File: src/rtl/audio_axis_pkg.sv
// Shared definitions for the audio AXI-Stream path: sample width, stereo
// channel indices and the read-side state encoding of the stereo FIFO.
package audio_axis_pkg;

  localparam int AUDIO_DATA_WIDTH = 24;

  localparam logic CH_LEFT  = 1'b0;
  localparam logic CH_RIGHT = 1'b1;

  typedef enum logic {
    EMPTY   = 1'b0,
    PRESENT = 1'b1
  } fifo_rd_state_t;

endpackage

File: src/rtl/stereo_fifo_ram.sv
// Simple dual-port sample store: one write port, one registered read port.
// The read register only updates on i_rd_en, so it can serve directly as the
// held output word of the FIFO.
module stereo_fifo_ram #(
  parameter int DATA_WIDTH = 24,
  parameter int ADDR_WIDTH = 4
) (
  input  logic                  i_clk,
  input  logic                  i_rst,
  input  logic                  i_wr_en,
  input  logic [ADDR_WIDTH-1:0] i_wr_addr,
  input  logic [DATA_WIDTH-1:0] i_wr_data,
  input  logic                  i_rd_en,
  input  logic [ADDR_WIDTH-1:0] i_rd_addr,
  output logic [DATA_WIDTH-1:0] o_rd_data
);

  logic [DATA_WIDTH-1:0] r_mem [0:(1<<ADDR_WIDTH)-1];
  logic [DATA_WIDTH-1:0] r_rd_data;

  // Storage write, no reset so it maps onto RAM primitives
  always_ff @(posedge i_clk) begin
    if (i_wr_en) r_mem[i_wr_addr] <= i_wr_data;
  end

  // Registered read, held between loads
  always_ff @(posedge i_clk or posedge i_rst) begin
    if (i_rst)        r_rd_data <= '0;
    else if (i_rd_en) r_rd_data <= r_mem[i_rd_addr];
  end

  assign o_rd_data = r_rd_data;

endmodule

File: src/rtl/axis_stereo_fifo.sv
// Packet-aware stereo AXI-Stream FIFO. Words are written as L/R pairs; a
// pair becomes readable only once its right word is stored, and malformed
// framing is repaired on the write side so channels never swap.
// Optional build macro AXIS_STEREO_FIFO_LEVEL_EN adds the committed-packet
// level and its sticky high-water mark as outputs.
module axis_stereo_fifo
  import audio_axis_pkg::*;
#(
  parameter int DATA_WIDTH    = AUDIO_DATA_WIDTH,
  parameter int DEPTH_PACKETS = 8
) (
  input  logic                  clk,
  input  logic                  rst,
  input  logic [DATA_WIDTH-1:0] s_axis_data,
  input  logic                  s_axis_valid,
  output logic                  s_axis_ready,
  input  logic                  s_axis_last,
  output logic [DATA_WIDTH-1:0] m_axis_data,
  output logic                  m_axis_valid,
  input  logic                  m_axis_ready,
  output logic                  m_axis_last,
  output logic                  framing_err
`ifdef AXIS_STEREO_FIFO_LEVEL_EN
  ,
  output logic [$clog2(DEPTH_PACKETS):0] level,
  output logic [$clog2(DEPTH_PACKETS):0] high_water
`endif
);

  localparam int WORDS = 2 * DEPTH_PACKETS;
  localparam int AW    = $clog2(WORDS);
  localparam int PW    = AW + 1;
  localparam logic [PW-1:0] FULL_WORDS = PW'(WORDS);

  logic [PW-1:0]  r_wr_ptr, r_commit_ptr, r_rd_ptr;
  logic [PW-1:0]  w_wr_ptr_nxt, w_commit_ptr_nxt, w_rd_ptr_nxt;
  logic           r_s_ready, r_framing_err, r_m_last;
  fifo_rd_state_t r_state, w_state_nxt;
  logic           w_wr_fire, w_ram_we, w_err, w_load;
  logic [AW-1:0]  w_ram_waddr, w_ld_addr;

  assign w_wr_fire = s_axis_valid & r_s_ready;

  // Write-side framing: compare each accepted word with the expected channel
  always_comb begin
    w_wr_ptr_nxt     = r_wr_ptr;
    w_commit_ptr_nxt = r_commit_ptr;
    w_ram_we         = 1'b0;
    w_ram_waddr      = r_wr_ptr[AW-1:0];
    w_err            = 1'b0;
    if (w_wr_fire) begin
      if (r_wr_ptr[0] == CH_LEFT) begin
        if (!s_axis_last) begin
          w_ram_we     = 1'b1;
          w_wr_ptr_nxt = r_wr_ptr + PW'(1);
        end else begin
          // orphan right word: dropped
          w_err = 1'b1;
        end
      end else begin
        if (s_axis_last) begin
          w_ram_we         = 1'b1;
          w_wr_ptr_nxt     = r_wr_ptr + PW'(1);
          w_commit_ptr_nxt = r_wr_ptr + PW'(1);
        end else begin
          // right word missing: the new word replaces the pending left word
          w_ram_we    = 1'b1;
          w_ram_waddr = {r_wr_ptr[AW-1:1], CH_LEFT};
          w_err       = 1'b1;
        end
      end
    end
  end

  // Read FSM next state; loads use the registered commit pointer so a word
  // is never read in the same cycle it is written
  always_comb begin
    w_state_nxt  = r_state;
    w_load       = 1'b0;
    w_rd_ptr_nxt = r_rd_ptr;
    w_ld_addr    = r_rd_ptr[AW-1:0];
    case (r_state)
      EMPTY: begin
        if (r_commit_ptr != r_rd_ptr) begin
          w_load      = 1'b1;
          w_state_nxt = PRESENT;
        end
      end
      PRESENT: begin
        if (m_axis_ready) begin
          w_rd_ptr_nxt = r_rd_ptr + PW'(1);
          w_ld_addr    = w_rd_ptr_nxt[AW-1:0];
          if (r_commit_ptr != w_rd_ptr_nxt) w_load = 1'b1;
          else                              w_state_nxt = EMPTY;
        end
      end
      default: w_state_nxt = EMPTY;
    endcase
  end

  // Read FSM state register
  always_ff @(posedge clk or posedge rst) begin
    if (rst) r_state <= EMPTY;
    else     r_state <= w_state_nxt;
  end

  // Pointers, registered input ready and framing pulse
  always_ff @(posedge clk or posedge rst) begin
    if (rst) begin
      r_wr_ptr      <= '0;
      r_commit_ptr  <= '0;
      r_rd_ptr      <= '0;
      r_s_ready     <= 1'b1;
      r_framing_err <= 1'b0;
    end else begin
      r_wr_ptr      <= w_wr_ptr_nxt;
      r_commit_ptr  <= w_commit_ptr_nxt;
      r_rd_ptr      <= w_rd_ptr_nxt;
      r_s_ready     <= (w_wr_ptr_nxt - w_rd_ptr_nxt) != FULL_WORDS;
      r_framing_err <= w_err;
    end
  end

  // Channel flag follows the address of the word being loaded
  always_ff @(posedge clk or posedge rst) begin
    if (rst)         r_m_last <= 1'b0;
    else if (w_load) r_m_last <= (w_ld_addr[0] == CH_RIGHT);
  end

  stereo_fifo_ram #(
    .DATA_WIDTH(DATA_WIDTH),
    .ADDR_WIDTH(AW)
  ) u_ram (
    .i_clk     (clk),
    .i_rst     (rst),
    .i_wr_en   (w_ram_we),
    .i_wr_addr (w_ram_waddr),
    .i_wr_data (s_axis_data),
    .i_rd_en   (w_load),
    .i_rd_addr (w_ld_addr),
    .o_rd_data (m_axis_data)
  );

  assign s_axis_ready = r_s_ready;
  assign m_axis_valid = (r_state == PRESENT);
  assign m_axis_last  = r_m_last;
  assign framing_err  = r_framing_err;

`ifdef AXIS_STEREO_FIFO_LEVEL_EN
  logic [AW-1:0] r_level, r_high_water, w_level_nxt;

  // Packets whose right word is committed but not yet read
  assign w_level_nxt = w_commit_ptr_nxt[PW-1:1] - w_rd_ptr_nxt[PW-1:1];

  // Level and its sticky maximum
  always_ff @(posedge clk or posedge rst) begin
    if (rst) begin
      r_level      <= '0;
      r_high_water <= '0;
    end else begin
      r_level <= w_level_nxt;
      if (w_level_nxt > r_high_water) r_high_water <= w_level_nxt;
    end
  end

  assign level      = r_level;
  assign high_water = r_high_water;
`endif

endmodule

File: config.mk
export PLATFORM = sky130hd
export DESIGN_NAME = axis_stereo_fifo
export DESIGN_NICKNAME = d
export VERILOG_FILES = /design/src/rtl/audio_axis_pkg.sv /design/src/rtl/stereo_fifo_ram.sv /design/src/rtl/axis_stereo_fifo.sv
export SDC_FILE = /design/constraint.sdc
export NUM_CORES = 1
export LEC_CHECK = 0
export CORE_UTILIZATION = 35
export CTS_CLUSTER_SIZE = 24
export DETAILED_ROUTE_END_ITERATION = 6
export SETUP_SLACK_MARGIN = 0.15
export SLEW_MARGIN = 20
export SYNTH_ARGS = -nofsm -noshare
export SYNTH_HDL_FRONTEND = slang
export SYNTH_SLANG_ARGS = --single-unit
File: constraint.sdc
create_clock -name clk -period 3.6 [get_ports clk]
set_input_delay 0.72 -clock clk [delete_from_list [all_inputs] [get_ports clk]]
set_output_delay 0.72 -clock clk [all_outputs]
set_load 0.01 [all_outputs]
* After elaboration in Yosys (flattened, before gate mapping)
Memories as Yosys holds them, arrays and structs flattened. A register that Yosys moved wholly into a read port is not among the register bits.
Cells that the tools add are included.
** Storage, ports and cells
- Word-level logic and storage cells :: 42
- Output and inout bits :: 28
- Memories kept :: 1
- Bits in writable memories :: 384
- Bits in registers :: 19
- Input port bits :: 29
** Operators by class
- $add $sub $neg :: 3
- Multiplexer cells :: 25
- Bitwise logic cells :: 2
- Eq/ne operators :: 3
- Reductions and logical operators :: 1
** Memories
- u_ram.r_mem :: depth 16, width 24, read ports 1, clocked after memory_dff 1, write ports 1, RTL line stereo_fifo_ram.sv:18 : logic [DATA_WIDTH-1:0] r_mem [0:(1<<ADDR_WIDTH)-1];
** Operators by type and width (count)
- $mux W5 :: 6
- $mux W1 :: 15
- $add A5 B1 Y5 const B :: 2
- $ne A5 B5 Y1 :: 2
- $mux W4 :: 2
- $ne A5 B5 Y1 const B :: 1
- $sub A5 B5 Y5 :: 1
- $pmux W1 S2 :: 2
- $reduce_and A3 Y1 :: 1
- $and A1 B1 Y1 :: 1
- $not A1 Y1 :: 1

* Depth between registers and ports, before layout
- Depth after elaboration :: 6
- Mapped depth :: 12
- Depth with buffers taken out :: 10

* Modules after synthesis
Synthesis repeated with hierarchy kept, for this count alone.
** Second synthesis, totals
- Cells, all modules :: 775
- Area total of the unflattened synthesis :: 16801.1 um^2
** Modules (own cells, without submodules)
- stereo_fifo_ram :: sequential area each 12131.6 um^2, cells each 665, instances 1, area each 15663.8 um^2
- axis_stereo_fifo :: sequential area each 476.7 um^2, cells each 110, instances 1, area each 1137.3 um^2

* Worst setup path before layout
OpenSTA, ideal clock, no wires.
- Path kind :: input to register
- From :: input s_axis_last
- To :: memory u_ram.r_mem[1][0] (enable)
- Arrival :: 2.608 ns
- Setup time :: 0.405 ns
- Required time :: 3.195 ns
- Cell stages on the path :: 5
- Slack :: 0.588 ns
- Cell sequence :: ha_1 > nand3_1 > and2_1 > or2_2 > nor2_1
** On the way
- Longest elaborated chain between the ends :: 5
** RTL lines
- start, declared :: RTL line axis_stereo_fifo.sv:17 : input logic s_axis_last,
- $mux W1 :: RTL line axis_stereo_fifo.sv:53 : if (!s_axis_last) begin
- $mux W1 :: RTL line axis_stereo_fifo.sv:52 : if (r_wr_ptr[0] == CH_LEFT) begin
- $mux W1 :: RTL line axis_stereo_fifo.sv:51 : if (w_wr_fire) begin
- $mux W1 :: RTL line stereo_fifo_ram.sv:23 : if (i_wr_en) r_mem[i_wr_addr] <= i_wr_data;
- $mux W1 (not written as such) :: RTL line stereo_fifo_ram.sv:23
- end, declared :: RTL line stereo_fifo_ram.sv:18
Several ways; a longest one is shown, not always the timed one.

* Final worst setup path
- From :: input s_axis_last
- To :: register r_s_ready (netlist: s_axis_ready)
** On the way
- Longest elaborated chain between the ends :: 5
** RTL lines
- $mux W5 (on tied branches) :: RTL line axis_stereo_fifo.sv:53, axis_stereo_fifo.sv:61
- $mux W5 * :: RTL line axis_stereo_fifo.sv:52
- $mux W5 * :: RTL line axis_stereo_fifo.sv:51
- named net w_wr_ptr_nxt[1] :: RTL line axis_stereo_fifo.sv:36 : logic [PW-1:0] w_wr_ptr_nxt, w_commit_ptr_nxt, w_rd_ptr_nxt;
- $sub A5 B5 Y5 * :: RTL line axis_stereo_fifo.sv:119 : r_s_ready <= (w_wr_ptr_nxt - w_rd_ptr_nxt) != FULL_WORDS;
- $ne A5 B5 Y1 * :: RTL line axis_stereo_fifo.sv:119
- end signal, assigned :: RTL line axis_stereo_fifo.sv:113 : r_s_ready <= 1'b1;
- end signal, assigned :: RTL line axis_stereo_fifo.sv:119
- end, declared :: RTL line axis_stereo_fifo.sv:37 : logic r_s_ready, r_framing_err, r_m_last;
The timed path passes the listed nets; every way through them passes the cells marked *.
A chain may end at the register's enable or synchronous reset.

==> metrics.md <==
| Metric | Value |
|---|---|
| Outcome | completed |
| FF-to-FF Start | m_axis_valid |
| DRC Markers | 0 |
| First-pass GRT wire length | 79400 um |
| CP Capture Type | flop |
| Post-synth EDFFs | 384 |
| Initial DRC Count | 1754 |
| CTS root buffer | clkbuf_16 |
| Yosys warnings | 0 |
| Num CTS Buffers | 44 |
| Die H | 227 um |
| RSZ-0062 raised after global routing | no |
| Max VDD drop | 637 uV |
| DIE WIDTH | 227 um |
| I/O pin cnt | 57 |
| PortBufs | 56 |
| Comb power frac | 37.5% |
| HPWL after DPL | 27300 um |
| Total Routing Usage GR | 20.8% |
| Clock Sinks | 427 |
| Final setup viols | 0 |
| Crit Path Category | primary input to flop |
| Overflow after GRT | 0 |
| Vias in the first global route | 12000 |
| Mapped Nets | 1408 |
| Hold path endpoint | r_commit_ptr[3] |
| Synthesized flop and latch total | 427 |
| Placed Instance Area | 0.0197 mm2 |
| Sw Ratio | 37.2% |
| Crit Reg-Reg Endpoint | s_axis_ready |
| Register-to-register setup slack | 870 ps |
| Worst setup SP type | primary input |
| Post-route ant nets | 0 |
| Worst-path fanout max | 5 |
| Diode count | 0 |
| Hold_sp | r_commit_ptr[3] |
| Final net count | 1449 |
| CTS tree | done |
| H-tree levels | 2 |
| Leak Pwr | 6.73 nW |
| Hold depth | 2 |
| Post-synthesis cell type with the largest combined area | edfxtp_1 |
| Core area | 0.0501 mm2 |
| Layout cells sized above 1 | 11.3% |
| Drt total wl | 53500 um |
| Worst-skew pair later-pin latency | 580 ps |
| Critical path arrival | 3370 ps |
| Synth top area cells | edfxtp_1, nand3_1, dfrtp_1, o21ai_0, clkbuf_1 |
| CTS resizes | 0 |
| Pin count of the biggest net entering global routing | 122 |
| Part of the power in the clock network | 26.6% |
| Pre-Repair DR Iteration Count | 7 |
| Slew @ Worst Pin | 988 ps |
| Final core occ | 42.2% |
| Hold crit path type | flop to flop |
| Filler cell count | 4633 |
| Gate count of the mapped netlist | 1371 |
| Ys async rst share | 10.1% |
| Clock skew | 28.2 ps |
| Pint | 10.9 mW |
| Max cap viols | 0 |
| Final hold viol count | 0 |
| Initial antenna violation count | 0 |
| WP data required | 4060 ps |
| Post-synthesis sequential area ratio | 71.1% |
| Most common cell after layout, fill and taps aside | edfxtp_1 |
| Max clock buf depth | 3 |
| Sequential share of power | 35.9% |
| Max-slew violations | 0 |
| Placer Congestion | 0.786 |
| Pwr dens | 821 mW/mm2 |
| Via/cell ratio | 5.94 |
| Number of setup buffers added after CTS | 0 |
| Synth Area per Inst | 12.9 um2 |
| Hold slack | 522 ps |
| Starting Density | 35.4% |
| Synth top area share | 65.0% |
| Clock-pin slew on the worst setup and hold paths | 60 ps |
| Design Area, Final | 0.0212 mm2 |
| Fmax | 344 MHz |
| Die Footprint | 0.0516 mm2 |
| Commonest non-fill, non-tap cells in the layout | edfxtp_1, nand3_1, o21ai_0, clkdlybuf4s50_1, nand4_1 |
| Worst R2R Path Depth | 9 |
| Tmin final | 2910 ps |
| P&R area growth vs syn | 19.2% |
| Synthesized cell area | 0.0177 mm2 |
| Detailed-route wire length per cell | 25.3 um |
| Cell Rows | 82 |
| Yosys cell types | 53 |
| Psw | 6.46 mW |
| Hold_buf cts | 0 |
| Total negative slack | 0 ps |
| Slew HR | 34.1% |
| Final period util | 80.9% |
| Top FF cell, synth | edfxtp_1 |
| Vias post-DR | 12600 |
==> stage by stage <==
step | cells | worst slack, ps | power (mW)
after detailed placement | 2038 | 107 | 12.8
after floorplan | 1371 | 588 | 9.95
final | 2119 | 689 | 17.4
after CTS | 2119 | 685 | 17.4
after global placement | 2038 | 179 | 12.7
after global routing | 2119 | 449 | 18.1
==> cell usage after synthesis, drive strengths merged (4+ instances only) <==
master / number
a21oi: 26
a311oi: 24
a31oi: 25
a32oi: 24
buf: 39
clkbuf: 87
dfrtp: 42
edfxtp: 384
ha: 8
inv: 10
nand2: 15
nand2b: 5
nand3: 346
nand3b: 4
nand4: 51
nor2: 21
o21ai: 200
xnor2: 9
xor2: 7
==> cell type report <==
cell class                 instances  area, um2  area share [%]
clock inverter                    18        223            1.05
clock buffer                      63       1230            5.83
timing repair buffer             121       1450            6.85
multi-input combinational        808       4760            22.5
sequential                       427      12600            59.6
inverter                          10       37.5           0.177
tap                              672        841            3.97
==> flip-flops by register name, summed over array words and instances, names as in the netlist <==
| signal | count |
|---|---|
| u_ram.r_mem | 384 |
| u_ram.o_rd_data | 24 |
| r_commit_ptr | 5 |
| r_rd_ptr | 5 |
| r_wr_ptr | 5 |
| framing_err | 1 |
| m_axis_last | 1 |
| m_axis_valid | 1 |
| s_axis_ready | 1 |
==> metal layers <==
layer	share of wire [%]	up-vias	track usage (%)	wire, um
li1	-	5465	-	-
met1	43	6283	31.0	23000
met2	44	749	30.4	23600
met3	10	90	3.94	5510
met4	2.5	0	6.54	1350
met5	0	-	0	0
==> critical path: stages <==
cell,delay (ps)
clkdlybuf4s50_1,580
xor2_1,340
nor2_1,80
mux2_2,300
ha_1,350
nor2b_1,160
o21ai_0,220
a211oi_1,100
o311ai_0,370
o211ai_1,160
==> worst max path at each step <==
| stage | start | end | slack [ps] |
|---|---|---|---|
| floorplan | s_axis_last | u_ram.r_mem[1][0] | 590 |
| global placement | s_axis_last | s_axis_ready | 180 |
| detailed placement | s_axis_last | s_axis_ready | 110 |
| CTS | s_axis_last | s_axis_ready | 680 |
| global route | s_axis_last | s_axis_ready | 450 |
| finish | s_axis_last | s_axis_ready | 690 |
==> kinds of logic after synthesis <==
group / Yosys count / synth area share, %
buffers and inverters: 136 / 3.17
DFF: 427 / 71.1
adders and majority gates: 8 / 0.564
muxes: 3 / 0.212
AOI/OAI and AO/OA: 322 / 10.8
xor gates and xnor gates: 16 / 0.832
and+or+nand+nor: 459 / 13.3
==> power by group through the flow <==
stage	registers (mW)	clock network [mW]	logic (mW)
2_1_floorplan	6.23	0	3.72
3_3_place_gp	6.32	0	6.38
3_5_place_dp	6.33	0	6.43
4_1_cts	6.23	4.68	6.46
5_1_grt	6.28	4.86	6.98
6_report	6.23	4.63	6.51
Note: power is estimated with default switching activity, not from simulation.
